`src/rtl/genesys_pipe_pkg.sv`:
```
// Shared definitions for the pipeline-side blocks: counter width helper
// and error-flag bit positions.
package genesys_pipe_pkg;

    localparam int ERR_OVERFLOW_BIT = 0;
    localparam int ERR_CREDIT_BIT   = 1;
    localparam int ERR_W            = 2;

    typedef logic [ERR_W-1:0] err_vec_t;

    // Width able to hold every value 0..depth inclusive.
    function automatic int cnt_width(input int depth);
        return $clog2(depth + 1);
    endfunction

endpackage

```
`src/rtl/pipeline_credit_sink_if.sv`:
```
// Handshake bundle between the delay pipeline, its launcher, the credit
// sink and the downstream consumer.
interface pipeline_credit_sink_if
    import genesys_pipe_pkg::*;
#(
    parameter int NUM_BITS = 16,
    parameter int DEPTH    = 4
) ();
    localparam int CNT_W = cnt_width(DEPTH);

    logic                issue;
    logic                issue_ok;
    logic                in_valid;
    logic [NUM_BITS-1:0] in_data;
    logic                out_valid;
    logic [NUM_BITS-1:0] out_data;
    logic                out_ready;
    logic [CNT_W-1:0]    count;
    logic [CNT_W-1:0]    credits;
    logic                err_overflow;
    logic                err_credit;

    modport master (
        output issue, in_valid, in_data, out_ready,
        input  issue_ok, out_valid, out_data, count, credits, err_overflow, err_credit
    );

    modport slave (
        input  issue, in_valid, in_data, out_ready,
        output issue_ok, out_valid, out_data, count, credits, err_overflow, err_credit
    );
endinterface

```
`src/rtl/credit_ring_fifo.sv`:
```
// Circular FIFO with first-word fall-through read; callers guarantee no
// push while full without pop and no pop while empty.
module credit_ring_fifo
    import genesys_pipe_pkg::*;
#(
    parameter int  NUM_BITS = 16,
    parameter int  DEPTH    = 4,
    localparam int CNT_W    = cnt_width(DEPTH),
    localparam int PTR_W    = $clog2(DEPTH)
) (
    input  logic                clk,
    input  logic                rst,
    input  logic                push,
    input  logic                pop,
    input  logic [NUM_BITS-1:0] wr_data,
    output logic [NUM_BITS-1:0] rd_data,
    output logic [CNT_W-1:0]    count,
    output logic                full,
    output logic                empty
);
    logic [NUM_BITS-1:0] mem_r [DEPTH];
    logic [PTR_W-1:0]    wr_ptr_r;
    logic [PTR_W-1:0]    rd_ptr_r;
    logic [CNT_W-1:0]    count_r;

    assign full    = (count_r == CNT_W'(DEPTH));
    assign empty   = (count_r == {CNT_W{1'b0}});
    assign count   = count_r;
    // Stale storage is never exposed: the head reads as zero when empty.
    assign rd_data = empty ? {NUM_BITS{1'b0}} : mem_r[rd_ptr_r];

    // Storage array, deliberately left out of reset.
    always_ff @(posedge clk) begin
        if (push) begin
            mem_r[wr_ptr_r] <= wr_data;
        end
    end

    // Pointers and occupancy; pointers wrap naturally at DEPTH.
    always_ff @(posedge clk or posedge rst) begin
        if (rst) begin
            wr_ptr_r <= {PTR_W{1'b0}};
            rd_ptr_r <= {PTR_W{1'b0}};
            count_r  <= {CNT_W{1'b0}};
        end else begin
            if (push) begin
                wr_ptr_r <= wr_ptr_r + PTR_W'(1);
            end
            if (pop) begin
                rd_ptr_r <= rd_ptr_r + PTR_W'(1);
            end
            case ({push, pop})
                2'b10:   count_r <= count_r + CNT_W'(1);
                2'b01:   count_r <= count_r - CNT_W'(1);
                default: count_r <= count_r;
            endcase
        end
    end
endmodule

```
`src/rtl/pipeline_credit_sink.sv`:
```
// Receiving end of a fixed-latency pipeline: buffers arriving items and
// returns credits to the launcher as the consumer drains them.
module pipeline_credit_sink
    import genesys_pipe_pkg::*;
#(
    parameter int  NUM_BITS = 16,
    parameter int  DEPTH    = 4,
    localparam int CNT_W    = cnt_width(DEPTH)
) (
    input  logic                   clk,
    input  logic                   rst,
    pipeline_credit_sink_if.slave  bus
);
    logic             push_s;
    logic             pop_s;
    logic             take_s;
    logic             full_s;
    logic             empty_s;
    logic [CNT_W-1:0] count_s;
    logic [CNT_W-1:0] credits_r;
    logic [CNT_W-1:0] credits_nxt_s;
    err_vec_t         err_r;
    err_vec_t         err_nxt_s;

    credit_ring_fifo #(
        .NUM_BITS (NUM_BITS),
        .DEPTH    (DEPTH)
    ) u_fifo (
        .clk     (clk),
        .rst     (rst),
        .push    (push_s),
        .pop     (pop_s),
        .wr_data (bus.in_data),
        .rd_data (bus.out_data),
        .count   (count_s),
        .full    (full_s),
        .empty   (empty_s)
    );

    // Handshake decode, credit arithmetic and sticky error accumulation.
    always_comb begin
        pop_s         = ~empty_s & bus.out_ready;
        push_s        = bus.in_valid & (~full_s | pop_s);
        take_s        = bus.issue & (credits_r != {CNT_W{1'b0}});
        credits_nxt_s = credits_r;
        err_nxt_s     = err_r;
        case ({take_s, pop_s})
            2'b10: credits_nxt_s = credits_r - CNT_W'(1);
            2'b01: begin
                if (credits_r != CNT_W'(DEPTH)) begin
                    credits_nxt_s = credits_r + CNT_W'(1);
                end else begin
                    credits_nxt_s = credits_r;
                end
            end
            default: credits_nxt_s = credits_r;
        endcase
        if (bus.in_valid & ~push_s) begin
            err_nxt_s[ERR_OVERFLOW_BIT] = 1'b1;
        end else begin
            err_nxt_s[ERR_OVERFLOW_BIT] = err_r[ERR_OVERFLOW_BIT];
        end
        if (bus.issue & (credits_r == {CNT_W{1'b0}})) begin
            err_nxt_s[ERR_CREDIT_BIT] = 1'b1;
        end else begin
            err_nxt_s[ERR_CREDIT_BIT] = err_r[ERR_CREDIT_BIT];
        end
    end

    // Credit and error registers.
    always_ff @(posedge clk or posedge rst) begin
        if (rst) begin
            credits_r <= CNT_W'(DEPTH);
            err_r     <= {ERR_W{1'b0}};
        end else begin
            credits_r <= credits_nxt_s;
            err_r     <= err_nxt_s;
        end
    end

    assign bus.issue_ok     = (credits_r != {CNT_W{1'b0}});
    assign bus.credits      = credits_r;
    assign bus.count        = count_s;
    assign bus.out_valid    = ~empty_s;
    assign bus.err_overflow = err_r[ERR_OVERFLOW_BIT];
    assign bus.err_credit   = err_r[ERR_CREDIT_BIT];
endmodule

```
`src/flat_wrapper.sv`:
```
// flat-port wrapper written by rule: the top's interface ports become plain ports
module pipeline_credit_sink_flat import genesys_pipe_pkg::*;
#(
    parameter int  NUM_BITS = 16,
    parameter int  DEPTH    = 4,
    localparam int CNT_W    = cnt_width(DEPTH)
)
  (clk, rst, bus_issue, bus_in_valid, bus_in_data, bus_out_ready, bus_issue_ok, bus_out_valid, bus_out_data, bus_count, bus_credits, bus_err_overflow, bus_err_credit);
  pipeline_credit_sink_if #(.NUM_BITS(NUM_BITS), .DEPTH(DEPTH)) bus_i ();
  input  logic clk;
  input  logic rst;
  input wire logic [$bits(bus_i.issue)-1:0] bus_issue;
  input wire logic [$bits(bus_i.in_valid)-1:0] bus_in_valid;
  input wire logic [$bits(bus_i.in_data)-1:0] bus_in_data;
  input wire logic [$bits(bus_i.out_ready)-1:0] bus_out_ready;
  output wire logic [$bits(bus_i.issue_ok)-1:0] bus_issue_ok;
  output wire logic [$bits(bus_i.out_valid)-1:0] bus_out_valid;
  output wire logic [$bits(bus_i.out_data)-1:0] bus_out_data;
  output wire logic [$bits(bus_i.count)-1:0] bus_count;
  output wire logic [$bits(bus_i.credits)-1:0] bus_credits;
  output wire logic [$bits(bus_i.err_overflow)-1:0] bus_err_overflow;
  output wire logic [$bits(bus_i.err_credit)-1:0] bus_err_credit;
  assign bus_i.issue = bus_issue;
  assign bus_i.in_valid = bus_in_valid;
  assign bus_i.in_data = bus_in_data;
  assign bus_i.out_ready = bus_out_ready;
  assign bus_issue_ok = bus_i.issue_ok;
  assign bus_out_valid = bus_i.out_valid;
  assign bus_out_data = bus_i.out_data;
  assign bus_count = bus_i.count;
  assign bus_credits = bus_i.credits;
  assign bus_err_overflow = bus_i.err_overflow;
  assign bus_err_credit = bus_i.err_credit;
  pipeline_credit_sink #(.NUM_BITS(NUM_BITS), .DEPTH(DEPTH)) u_core (.clk(clk), .rst(rst), .bus(bus_i));
endmodule
```
`config.mk`:
```
export PLATFORM = sky130hd
export DESIGN_NAME = pipeline_credit_sink_flat
export DESIGN_NICKNAME = d
export VERILOG_FILES = /design/src/rtl/genesys_pipe_pkg.sv /design/src/rtl/pipeline_credit_sink_if.sv /design/src/rtl/credit_ring_fifo.sv /design/src/rtl/pipeline_credit_sink.sv /design/src/flat_wrapper.sv
export SDC_FILE = /design/constraint.sdc
export NUM_CORES = 1
export LEC_CHECK = 0
export BUFFER_PORTS_ARGS = -buffer_cell sky130_fd_sc_hd__buf_2
export CELL_PAD_IN_SITES_DETAIL_PLACEMENT = 1
export CELL_PAD_IN_SITES_GLOBAL_PLACEMENT = 1
export CORE_MARGIN = 10
export CORE_UTILIZATION = 48
export DETAILED_ROUTE_END_ITERATION = 10
export PLACE_DENSITY = 0.82
export SLEW_MARGIN = 30
export SYNTH_ARGS = -nofsm -noshare
export SYNTH_HDL_FRONTEND = slang
export SYNTH_SLANG_ARGS = --single-unit
```
`constraint.sdc`:
```
create_clock -name clk -period 2.8 [get_ports clk]
set_clock_uncertainty 0.1 [all_clocks]
set_input_delay 0.56 -clock clk [delete_from_list [all_inputs] [get_ports clk]]
set_output_delay 0.56 -clock clk [all_outputs]
set_load 0.03 [all_outputs]
```
==> flow_summary.ini, run 1 <==
[outcome]
status = finished clean

[placed_design]
io_buffers = 46
gp_congestion = 0.755
dpl.hpwl_um = 4440

[yosys]
synth_most_common_cell = edfxtp_1
synth_ff_type = edfxtp_1
netlist_area_um2 = 3170
yosysUniqueCellTypes = 36
yosysWarnings = 0
synthArstFlopShare_pct = 15.8
synth_edf_count = 64
ys_ff_latch = 76
yosys-top-cells-count = edfxtp_1 (64), mux4_2 (16), nor2b_1 (16)
ys_seq_area_share_pct = 70.0
syn_nets = 200
syn_inst = 173
synthDominantCellAreaShare_pct = 60.5
synth_largest_area_cell = edfxtp_1
ys_top_cells_by_area = edfxtp_1 (61%), mux4_2 (11%), dfrtp_1 (8.7%)
syn_area_per_cell_um2 = 18.3

[pwr]
p_total_mw = 4.31
ir_drop_v = 0.000759
power_leakage_nw = 1.35
power_per_cell_area_nw_per_um2 = 1170

[layout]
final_util_pct = 57.5
area_growth_pct = 15.8
drive_gt1_share_pct = 38.8
nNetsFinal = 255
num-fill-cells = 590
n_antenna_cell = 0

[cts]
cts_made_buffers = 9
cts_buffer_depth = 2
ctsResizeCount = 0
cts_sinks = 76
cts.htree.levels = 3
cts_tree = yes
clk_latency_ns = 0.34
holdBufCountCts = 0
clkTransAtPathRegs_ns = 0.07
cts-root-buf = clkbuf_8
post_cts_buffers = 0

[critical_path]
critPathKind = register to output pin
crit_fanout = 11
arrival_ns = 1.82
crit_start = u_core.u_fifo.rd_ptr_r[0]
reg2reg_slack_ns = 0.54
r2r_end = u_core.bus.credits[2]
critical_path.endpoint_type = output pin
ff2ff_path_depth = 7
start_kind = register
regToRegStartpoint = u_core.bus.credits[0]
worst_ep_required_time_ns = 2.14

[routing]
remaining_drc_errors = 0
drt_pass1_iterations = 4
routed_via_density = 5.41
wirelength_um = 6300
first_iter_violations = 52
ant_nets = 0
wl_per_cell_um = 20.4
vias = 1672

[hold_path]
hp-class = input port to asynchronous set/reset pin

[sta]
hold_viol = 0
finalCritPeriodShare_pct = 88.6
slew-limit-headroom_pct = 64.7
rsz0062_at_grt = no
period_needed_ns = 2.48
fin_tns_setup_ns = 0
tightest_slew_ns = 0.529
setup_viol = 0
max_freq_mhz = 403
drv_slew = 0

[die]
die_area_um2 = 10300
die_height_um = 101
die_x_um = 101
core_area_um2 = 6390
row_count = 29
initial_core_util_pct = 49.7
io_pins = 47

[global_route]
grt_pass1_wl_um = 9870
grt_overflow_total = 0
grt_max_degree = 18
grt_pass1_vias = 1941
track_usage_pct = 12.7
antenna_found_initial = 0

[run]
max_cap_viol_count = 0
## cell families after synthesis
logic type | count (synthesis) | share of synthesized area, %
DFF | 76 | 70.0
muxes | 17 | 11.7
AOI/OAI and AO/OA | 14 | 3.78
and+or+nand+nor | 39 | 7.53
buffers and inverters | 14 | 2.21
xor gates and xnor gates | 7 | 1.93
adders and majority gates | 6 | 2.84
## area by class of cell
type	count	area (µm²)	area share (%)
Clock buffer	9	124	3.37
Tap cell	77	96.3	2.62
Clock inverter	6	55.1	1.50
Sequential cell	76	2220	60.5
Multi-Input combinational cell	83	886	24.1
Inverter	8	30.0	0.817
Timing Repair Buffer	50	260	7.08
## metal layers
metal | up-vias | GRT usage, % | share of wire, %
li1 | 772 | - | -
met1 | 852 | 13.0 | 38
met2 | 41 | 23.2 | 55
met3 | 7 | 5.24 | 6.5
met4 | 0 | 3.64 | 0.67
met5 | - | 0 | 0
## worst max path at each step
stage                                 end  slack (ns)
finish                    bus_out_data[0]        0.32
global route              bus_out_data[0]        0.20
CTS                       bus_out_data[0]        0.27
detailed placement  u_core.bus.credits[2]        0.56
global placement    u_core.bus.credits[2]        0.63
floorplan           u_core.bus.credits[2]        0.40
## registers in the layout (all words and copies together) (netlist names)
name and count:
u_core.u_fifo.wr_ptr_r 2, u_core.bus.credits 3, u_core.err_r 2, u_core.u_fifo.rd_ptr_r 2
u_core.u_fifo.mem_r 64, u_core.u_fifo.count 3
## placed cells by master, fill, tap and decap left out, drive strengths merged, types with 2 or more instances in the layout
| master | count |
|---|---|
| mux4 | 16 |
| and2b | 2 |
| dfrtp | 11 |
| ha | 4 |
| o21ai | 3 |
| clkinv | 4 |
| clkbuf | 9 |
| o211ai | 2 |
| inv | 9 |
| fa | 2 |
| nor3 | 2 |
| and2 | 4 |
| nor4b | 2 |
| edfxtp | 64 |
| nor2b | 16 |
| buf | 50 |
| xnor2 | 6 |
| nand3 | 3 |
| nand2 | 8 |
## critical path, cell delays in order, from the launching register on
cell and delay (ns):
dfrtp_1 0.35, buf_4 0.26, mux4_2 0.53, nor2b_1 0.16, buf_2 0.19
## power breakdown
group	switching, mW	total (mW)	leakage [nW]	internal (mW)
sequential	0.186	1.71	0.722	1.52
clock	0.371	0.770	0.0920	0.399
combinational	1.14	1.84	0.540	0.702
## metrics by stage
step / cells / setup WS (ns) / area (µm²) / hold WS, ns
floorplan: 173 / 0.399 / 3170 / 0.324
global placement: 294 / 0.634 / 3500 / 0.355
detailed placement: 294 / 0.560 / 3500 / 0.350
CTS: 309 / 0.271 / 3670 / 0.142
global route: 309 / 0.200 / 3670 / 0.152
finish: 309 / 0.318 / 3670 / 0.128
No activity file was read; power rests on OpenSTA's default activity.
==> inputs of run 2 (changes only) <==
--- a/config.mk
+++ b/config.mk
@@ -11,6 +11,7 @@
 export CORE_MARGIN = 10
 export CORE_UTILIZATION = 48
 export DETAILED_ROUTE_END_ITERATION = 10
+export MAX_ROUTING_LAYER = met4
 export PLACE_DENSITY = 0.82
 export SLEW_MARGIN = 30
 export SYNTH_ARGS = -nofsm -noshare
==> run 2 against run 1 <==
Sequential cell count did not move. Via count fell by 0.12%. Non-clock buffer count did not move. Combinational power barely moved. Cell area did not move. Highest routed layer unchanged.
==> flow_summary.ini, run 2 (synthesis results as in run 1) <==
[layout]
num-fill-cells = 590
mostFrequentLayoutCells = edfxtp_1 (64), buf_2 (46), nor2b_1 (16), mux4_2 (16), dfrtp_1 (11)
final_common_cell = edfxtp_1
regArea_um2 = 2220
largest_reg_flops = 64
multi_input_comb_area_um2 = 886
area_growth_pct = 15.8
drive_gt1_share_pct = 38.8
final_util_pct = 57.5
n_antenna_cell = 0
regMostFlops = u_core.u_fifo.mem_r
nNetsFinal = 255

[sta]
max_freq_mhz = 402
rsz0062_at_grt = no
slew-limit-headroom_pct = 64.7
tightest_slew_ns = 0.529
period_needed_ns = 2.49
setup_viol = 0
finalCritPeriodShare_pct = 88.8
fin_tns_setup_ns = 0
hold_viol = 0
drv_slew = 0

[cts]
cts_buffer_depth = 2
cts_tree = yes
post_cts_buffers = 0
cts_made_buffers = 9
clkTransAtPathRegs_ns = 0.07
clk_latency_ns = 0.34
cts.htree.levels = 3
cts-root-buf = clkbuf_8
holdBufCountCts = 0
ctsResizeCount = 0
cts_sinks = 76

[routing]
wirelength_um = 6320
vias = 1670
first_iter_violations = 64
ant_nets = 0
drt_pass1_iterations = 4
remaining_drc_errors = 0
routed_via_density = 5.40
wl_per_cell_um = 20.4

[critical_path]
start_kind = register
crit_start = u_core.u_fifo.rd_ptr_r[0]
crit_fanout = 11
critical_path.endpoint_type = output pin
worst_ep_required_time_ns = 2.14
r2r_end = u_core.bus.credits[2]
critPathKind = register to output pin
crit_path_cell_trace = buf_4 > mux4_2 > nor2b_1 > buf_2
reg2reg_slack_ns = 0.55
slowest_delay_ns = 0.52
critical_path_depth = 4
cpMaxStageDelayCell = mux4_2
crit_buf_inv = 2
arrival_ns = 1.83
regToRegStartpoint = u_core.bus.credits[0]
endpoint = bus_out_data[0]
path_delay_family = multiplexers
ff2ff_path_depth = 7

[hold_path]
hp-class = input port to asynchronous set/reset pin

[global_route]
grt_max_degree = 18
grt_pass1_wl_um = 9890
grt_pass1_vias = 1938
antenna_found_initial = 0
grt_overflow_total = 0
track_usage_pct = 13.2

[die]
die_x_um = 101
initial_core_util_pct = 49.7
die_height_um = 101
row_count = 29
core_area_um2 = 6390
io_pins = 47
die_area_um2 = 10300

[run]
max_cap_viol_count = 0

[outcome]
status = finished clean

[placed_design]
gp_congestion = 0.765
dpl.hpwl_um = 4440
io_buffers = 46

[pwr]
ir_drop_v = 0.000759
power_per_cell_area_nw_per_um2 = 1170
power_leakage_nw = 1.35
## run 2: cell counts in the layout (fill, tap and decap cells not counted)
Identical to the previous run, type by type.
## run 2: metal layers
| metal | vias up | global-route usage (%) | routed length (µm) |
|---|---|---|---|
| li1 | 773 | - | - |
| met5 | - | - | 0 |
| met4 | 0 | 3.64 | 52 |
| met1 | 847 | 13.4 | 2460 |
| met3 | 7 | 4.90 | 366 |
| met2 | 43 | 23.2 | 3440 |
## run 2: how the worst min path moves through the flow
stage | slack (ns) | end | start | cells after the start
after floorplan | 0.32 | u_core.bus.credits[0] | rst | 1
after global placement | 0.35 | u_core.err_r[0] | u_core.err_r[0] | 1
after detailed placement | 0.35 | u_core.err_r[0] | u_core.err_r[0] | 1
after CTS | 0.14 | u_core.err_r[1] | rst | 2
after global routing | 0.15 | u_core.err_r[0] | rst | 2
final | 0.12 | u_core.u_fifo.count[1] | rst | 2
## run 2: area by class of cell
| type | count | area share [%] |
|---|---|---|
| multi-input combinational | 83 | 24.1 |
| clock inverter | 6 | 1.50 |
| sequential | 76 | 60.5 |
| tap | 77 | 2.62 |
| timing repair buffer | 50 | 7.08 |
| clock buffer | 9 | 3.37 |
| inverter | 8 | 0.817 |
## run 2: where the power goes
part / internal [mW] / switching, mW / leakage (nW)
clock: 0.399 / 0.371 / 0.0920
sequential: 1.52 / 0.186 / 0.722
combinational: 0.702 / 1.13 / 0.540
## run 2: through the flow
stage	power, mW	cells	hold WS [ns]	setup slack, ns	cell area (µm²)
after floorplan	3.05	173	0.324	0.399	3170
after global placement	3.53	294	0.355	0.634	3500
after detailed placement	3.61	294	0.350	0.560	3500
after CTS	4.39	309	0.142	0.271	3670
after global routing	4.58	309	0.153	0.200	3670
final	4.31	309	0.124	0.314	3670
